### config.mk
export PLATFORM = sky130hd
export DESIGN_NAME = int_prio_ctrl
export DESIGN_NICKNAME = d
export VERILOG_FILES = /design/src/rtl/int_prio_ctrl.sv
export SDC_FILE = /design/constraint.sdc
export NUM_CORES = 1
export LEC_CHECK = 0
export CORE_MARGIN = 2
export CORE_UTILIZATION = 23
export DETAILED_ROUTE_END_ITERATION = 8
export PLACE_DENSITY = 0.45
export SYNTH_ARGS = -nofsm -noshare
export SYNTH_HDL_FRONTEND = slang
export SYNTH_SLANG_ARGS = --single-unit
### constraint.sdc
create_clock -name clk -period 2.53 [get_ports clk]
set_input_delay 0.506 -clock clk [delete_from_list [all_inputs] [get_ports clk]]
set_output_delay 0.506 -clock clk [all_outputs]
set_load 0.05 [all_outputs]
### src/rtl/int_prio_ctrl.sv
// Registered interrupt priority controller: edge-captured pending bits, per-source mask,
// fixed or round-robin selection; the chosen source is held until irq_ack.
module int_prio_ctrl #(
  parameter  int N  = 8,
  parameter  int RR = 0,
  localparam int IW = $clog2(N)
) (
  input  logic          clk,
  input  logic          rst,
  input  logic [N-1:0]  int_req,
  input  logic [N-1:0]  int_mask,
  input  logic          irq_ack,
  output logic          irq,
  output logic [N-1:0]  rout_addrs,
  output logic [IW-1:0] rout_id,
  output logic [N-1:0]  pend
);

  typedef enum logic {IDLE = 1'b0, ISSUE = 1'b1} state_t;

  state_t        state, state_nxt;
  logic [N-1:0]  req_q;
  logic [N-1:0]  rise;
  logic [N-1:0]  clr;
  logic [N-1:0]  eligible;
  logic [N-1:0]  addrs_nxt;
  logic [IW-1:0] id_nxt;
  logic [IW-1:0] ptr, ptr_nxt;
  logic [IW-1:0] win_id;
  logic [IW-1:0] idx;
  logic          win_found;

  assign rise     = int_req & ~req_q;
  assign clr      = (state == ISSUE && irq_ack) ? rout_addrs : '0;
  assign eligible = pend & ~int_mask;
  assign irq      = (state == ISSUE);

  // Search order starts at index 0 (fixed) or just after the last acked ID (round-robin).
  always_comb begin
    win_id    = '0;
    win_found = 1'b0;
    idx       = '0;
    for (int k = 0; k < N; k++) begin
      if (RR != 0) idx = IW'((int'(ptr) + 1 + k) % N);
      else         idx = IW'(k);
      if (!win_found && eligible[idx]) begin
        win_found = 1'b1;
        win_id    = idx;
      end
    end
  end

  always_comb begin
    state_nxt = state;
    addrs_nxt = rout_addrs;
    id_nxt    = rout_id;
    ptr_nxt   = ptr;
    case (state)
      IDLE: begin
        if (|eligible) begin
          state_nxt = ISSUE;
          addrs_nxt = {{(N-1){1'b0}}, 1'b1} << win_id;
          id_nxt    = win_id;
        end
      end
      ISSUE: begin
        if (irq_ack) begin
          state_nxt = IDLE;
          addrs_nxt = '0;
          id_nxt    = '0;
          if (RR != 0) ptr_nxt = rout_id;
        end
      end
    endcase
  end

  // A rise on the same edge as its clear keeps the bit pending.
  always_ff @(posedge clk) begin
    if (rst) begin
      state      <= IDLE;
      rout_addrs <= '0;
      rout_id    <= '0;
      pend       <= '0;
      req_q      <= '0;
      ptr        <= IW'(N - 1);
    end else begin
      state      <= state_nxt;
      rout_addrs <= addrs_nxt;
      rout_id    <= id_nxt;
      pend       <= (pend & ~clr) | rise;
      req_q      <= int_req;
      ptr        <= ptr_nxt;
    end
  end

endmodule

==> metrics.md <==
| Metric | Value |
|---|---|
| Proportion of layout cells with a drive suffix above 1 | `0.120` |
| Drt pass-1 iters | `4` |
| Count of hold buffers inserted by post-cts repair | `0` |
| Aggregate global routing overflow | `0` |
| IR drop worst, VDD | `between 0.15 and 0.2 mV` |
| Kind of start point of the critical path | `flip-flop` |
| Worst path slowest cell | `clkdlybuf4s50_1` |
| Wire length after detailed routing | `~2900 um` |
| Total area of multi-input combinational cells | `~620 um^2` |
| Reported max-cap violation count | `0` |
| Sequential Area | `~560 um^2` |
| Total number of placement rows | `26` |
| Net count of the finished layout | `188` |
| Synth-to-Final Area Change | `39.7%` |
| Cell Area, Synth | `1220 um^2` |
| Maximum number of pins on one net before global-route repair | `15` |
| Endpoints failing hold | `0` |
| Kind of cell adding the most delay to the critical path | `buffers and inverters` |
| Static leakage power | `approximately 0.62 nW` |
| Final Critical Period | `approximately 2.1 ns` |
| Number of nets with antenna violations after routing | `0` |
| Slew at the pin closest to its max-slew limit | `slightly above 0.5 ns` |
| Routed via count divided by cell count | `around 4.3` |
| Max transition margin | `0.662` |
| Crit path kind | `reg -> out` |
| Number of instances resized during post-cts repair | `0` |
| Clock buffer count from CTS | `3` |
| Std-Cell Core Area | `roughly 5100 um^2` |
| Worst hold path type | `reg -> reg` |
| Total number of clock tree sinks | `28` |
| Startpoint of the worst setup timing path | `irq$_SDFF_PP0_` |
| Clock-pin slew on the worst setup and hold paths | `0.09 ns` |
| Clock tree from TritonCTS | `yes` |
| Top post-synthesis cells by area | `dfxtp_1 (46%), nor2b_1 (9.7%), a32o_1 (4.1%)` |
| Unique masters post-synth | `40` |
| Required time of the critical path | `just over 2 ns` |
| Achievable Freq | `479 MHz` |
| Number of setup violations in the final report | `0` |
| Root Buffer | `clkbuf_8` |
| Slack of the worst reg-to-reg path | `about 1.1 ns` |
| # DRC | `0` |
| Final Power | `991 uW` |
| Stages on the worst setup path | `1` |
| Average wire length per cell after detail routing | `roughly 12 um` |
| Worst reg2reg path endpoint | `rout_id[1]$_SDFFE_PP0P_` |
| Total of fill cells in the finished design | `561` |
| Number of vias after detailed routing | `roughly 1000` |
| Worst-path maximum fanout | `7` |
| Number of buffers inserted by post-CTS setup repair | `0` |
| Setup repair after global routing missed its margin | `no` |
| Yosys Warn Count | `0` |
| ANT cells | `0` |
| Global-route wire length before repair | `between 4000 and 5000 um` |
| Weighted congestion reported at the end of routability-driven placement | `slightly above 0.8` |
| All-layer global routing usage | `0.103` |
| Total Negative Setup Slacks | `0 ns` |
| Cells traversed along the worst timing path | `clkdlybuf4s50_1` |
| Cell area after layout | `1710 um^2` |
| Worst skew pair latency | `between 0.2 and 0.3 ns` |
| Worst Setup EP | `irq` |
| Worst Path Buf+Inv | `1` |
| Violation count after the first detailed-route iteration | `47` |
| Post-detail-place hpwl | `between 2000 and 2500 um` |
| Post-synth net total | `about 150` |
| Antenna violations before repair | `0` |
| Via count of the first global-routing pass | `between 1000 and 1500` |
| Port bufs | `38` |
| Mean cell area of the mapped netlist | `9.50 um^2` |
| Cell area after placement | `1670 um^2` |
| Die area | `slightly below 6000 um^2` |
| Yosys top cell area share | `0.458` |
| Initial standard-cell utilization of the core | `0.240` |
| Arr. time, crit path | `~1.6 ns` |
| FF-to-FF Start | `pend[6]$_SDFF_PP0_` |
| Number of synthesized register bits | `28` |
| Final cycle utilization of the critical path | `0.826` |
| Largest clock skew in the final design | `0.00470 ns` |
| Chip Width | `about 77 um` |
| Yosys top cell by area | `dfxtp_1` |
| Max clock buf depth | `2` |
| Total number of H-tree levels | `1` |
| Non-Filler Instances | `approximately 240` |
| DIE HEIGHT | `between 70 and 80 um` |
| Number of cells after detailed placement | `~230` |
| Critical Path Max Stage Delay | `between 0.8 and 0.9 ns` |
| Top Ports | `39` |
| Final Slew Violations | `0` |
| Crit end category | `primary output` |
| Pwr per Cell Area | `579 nW/um^2` |
| Portion of the post-synthesis area used by sequential elements | `0.458` |
| Synthesized instance count | `about 130` |
| Cell count of the worst reg-to-reg path | `4` |
| Run status | `finished, final reports clean` |
## state kept, by name, summed over array words and instances, names as in the netlist
signal      cells
irq             1
rout_addrs      8
req_q           8
pend            8
rout_id         3
## area by class of cell
type / instances / area share
clock buffer: 3 / 0.0241
inverter: 1 / 0.00219
multi-input combinational: 95 / 0.364
sequential: 28 / 0.327
tap: 70 / 0.0512
timing repair buffer: 40 / 0.231
## layer usage
| layer | part of all wire | routed length (um) | track usage |
|---|---|---|---|
| met5 | 0 | 0 | 0 |
| met4 | 0.017 | 50 | 0.0482 |
| met3 | 0.038 | 111 | 0.0200 |
| met2 | 0.46 | 1320 | 0.168 |
| met1 | 0.49 | 1410 | 0.130 |
## how the worst min path moves through the flow
stage / slack, ns / cells past startpoint / end / startpoint
final: 0.48 / 2 / rout_id[0]$_SDFFE_PP0P_ / rout_id[0]$_SDFFE_PP0P_
after global routing: 0.51 / 2 / rout_id[0]$_SDFFE_PP0P_ / rout_id[0]$_SDFFE_PP0P_
after CTS: 0.48 / 2 / rout_id[0]$_SDFFE_PP0P_ / rout_id[0]$_SDFFE_PP0P_
after detailed placement: 0.47 / 1 / rout_id[2]$_SDFFE_PP0P_ / rout_id[2]$_SDFFE_PP0P_
after global placement: 0.48 / 1 / rout_id[2]$_SDFFE_PP0P_ / rout_id[2]$_SDFFE_PP0P_
after floorplan: 0.51 / 3 / pend[0]$_SDFF_PP0_ / req_q[0]$_SDFF_PP0_
## synth_stat cells (all sizes together)
cell / n
nor2: 14
a211oi: 1
o21a: 1
a32o: 5
nand3b: 1
a311o: 1
dfxtp: 28
o221ai: 1
and3: 1
clkbuf: 3
o21ai: 2
nand3: 3
a31oi: 1
or2b: 1
a21oi: 9
o2bb2ai: 1
o22ai: 1
o22a: 1
nor2b: 22
a22oi: 1
and2b: 2
and2: 2
a32oi: 1
nand2b: 4
nand2: 11
a21o: 1
nor3b: 1
buf: 2
inv: 1
or2: 1
a41o: 1
a22o: 2
nor4: 2
## power by group
part,leakage [nW],switching [mW],internal [mW]
logic,0.367,0.152,0.113
clock network,0.0216,0.130,0.107
registers,0.231,0.0206,0.468
total,0.620,0.303,0.688
## cell usage in the layout, fill, tap and decap left out, types with 2 or more instances in the layout
cell,count
buf_4,2
a32o_1,5
nor2_1,13
nand3_1,3
dfxtp_1,28
nor2b_2,3
a21oi_1,9
and2b_2,2
nor2b_1,19
nand2_1,11
clkbuf_8,3
nand2b_1,4
clkdlybuf4s50_1,38
## kinds of logic (layout without fill, tap and decap cells)
kind of cell           after synthesis  count (layout)  share of synthesized area
flip-flops                          28              28                      0.458
AND/OR/NAND/NOR                     65              65                      0.317
buffers and inverters                6              44                     0.0337
AO/OA/AOI/OAI                       30              30                      0.192
## metrics by stage
step                      hold WS, ns  worst slack, ns  utilization
after CTS                       0.483            0.423        0.335
after detailed placement        0.466            0.476        0.327
after global routing            0.513            0.366        0.335
after global placement          0.476            0.496        0.327
after floorplan                 0.508            0.829            -
final                           0.480            0.441        0.335
Power figures use the tool's default switching activity.
==> RTL change: new RTL, config.mk and constraints unchanged <==
Set the parameter `N` to 4 (it was 8).
--- a/src/rtl/int_prio_ctrl.sv
+++ b/src/rtl/int_prio_ctrl.sv
@@ -2,5 +2,5 @@
 // fixed or round-robin selection; the chosen source is held until irq_ack.
 module int_prio_ctrl #(
-  parameter  int N  = 8,
+  parameter  int N  = 4,
   parameter  int RR = 0,
   localparam int IW = $clog2(N)
Interface: changed (5 resized); port bits go from 39 to 22. No check against the original RTL was run, so the function may have changed too.
==> RTL change against the unedited design <==
Non-clock buffer count down 17; synthesized cell count is 45% lower; final area is 46% lower; via count shrank 42%; combinational power is 40% lower; area after synthesis fell by 48%; worst setup slack better by 0.099 ns; clock skew is 0.0026 ns lower; clock power shrank 43%; power down 43%; wire length fell by 48%; sequential cell count is 13 lower; highest routed layer unchanged.
==> RTL change: results (changes against the unedited design) <==
status=finished, final reports clean; largest net degree at the start of global routing=15 (unchanged); Top Registers=pend: 4 flops, req_q: 4 flops, rout_addrs: 4 flops; number of global-route vias before repair=599 (-41%); crit path from=pend[3]$_SDFF_PP0_; DR top layer=met4; syn avg cell area=8.93 um2 (-5.9%); top post-synthesis cells by area=dfxtp_1 47%, nor2b_1 9.9%, a21oi_1 7.9%; launching point of the worst reg2reg path=irq$_SDFF_PP0_; drt pass-1 iters=2 (-2); Final Skew=0.00212 ns (-0.00258 ns); Routed WL per cell=11.7 um (-3.8%); final wirelength=1.49 mm (-48%); Net Count, Synth=82 (-45%); worst path arrival time=1.48 ns (-0.10 ns); Post-DP Area=890 um2 (-47%); via/cell ratio=4.60 (+7.7%); Synth top cells by count=15 x dfxtp_1, 10 x a21oi_1, 10 x nor2b_1; Placed Instances=123 (-47%); clock root buffer=clkbuf_4; worst hold start=rout_addrs[1]$_SDFFE_PP0P_; met3 wire len=56 um (-50%); GRT Util Overall=10.6% (+0.28 points); Netlist cell types=21 (-48%); Worst-Margin Slew=0.500 ns (-0.00505 ns); layout cells sized above 1=8.33% (-3.6 points); CP max FO=4 (-3); DP Worst Slack=0.737 ns (+0.262 ns); maximum VDD drop=0.000305 V (+76%); Worst path max stage delay=0.82 ns (-0.03 ns); Lkg Pwr=0.325 nW (-48%); gpl congestion=0.695 (-16%); WL met2=692 um (-48%); post-synthesis sequential area ratio=47.3% (+1.6 points); Layout fillers=302 (-46%); Port Buffers=21 (-45%); first-pass GRT wire length=2.62 mm (-47%); min-delay worst type=flop to flop; fin nets=108 (-43%); DP HPWL=1.12 mm (-51%); Metal-1 WL=733 um (-48%); 1st-iter DRT viols=5 (-89%)
## RTL change: cell types whose count changed after synthesis, sizes merged, moves of 5 or more
cell   change
dfxtp     -13
nor2b     -10
nand2      -9
nor2       -6
a32o       -5
## RTL change: layout make-up
cell class              instances  area (um2)  area share (%)
multi-input cells              54         325            35.5
flip-flops and latches         15         300            32.8
clock buffers                   4        26.3            2.87
repair buffers                 23         225            24.6
well taps                      31        38.8            4.23
## RTL change: routing by layer
metal	vias up	global-route usage, %
met1	270	14.4
met3	2	3.00
li1	298	-
met5	-	0
met4	0	4.08
met2	14	15.6
## RTL change: path summary, 6_finish.rpt
check        cells after the start                          to  slack [ns]
max                              1                     pend[3]        0.54
min                              2  rout_addrs[1]$_SDFFE_PP0P_        0.47
max reg2reg                      4  rout_addrs[3]$_SDFFE_PP0P_        1.32
min reg2reg                      2  rout_addrs[1]$_SDFFE_PP0P_        0.47
## RTL change: logic make-up after synthesis
logic type	Yosys count	share of synthesized area, %
flops	15	47.3
simple gates	37	35.5
buf+inv	2	1.38
compound gates	17	15.8
## RTL change: metrics by stage
step,util [%],hold slack (ns)
final,34.1,0.472
after global routing,34.1,0.520
after CTS,34.1,0.479
after detailed placement,33.1,0.466
after global placement,33.1,0.463
after floorplan,-,0.508
## RTL change: power breakdown
part	internal (W)	leakage, nW	switching (W)
Clock	0.0000611	0.0150	0.0000747
Sequential	0.000254	0.124	0.0000116
Combinational	0.0000656	0.185	0.0000938
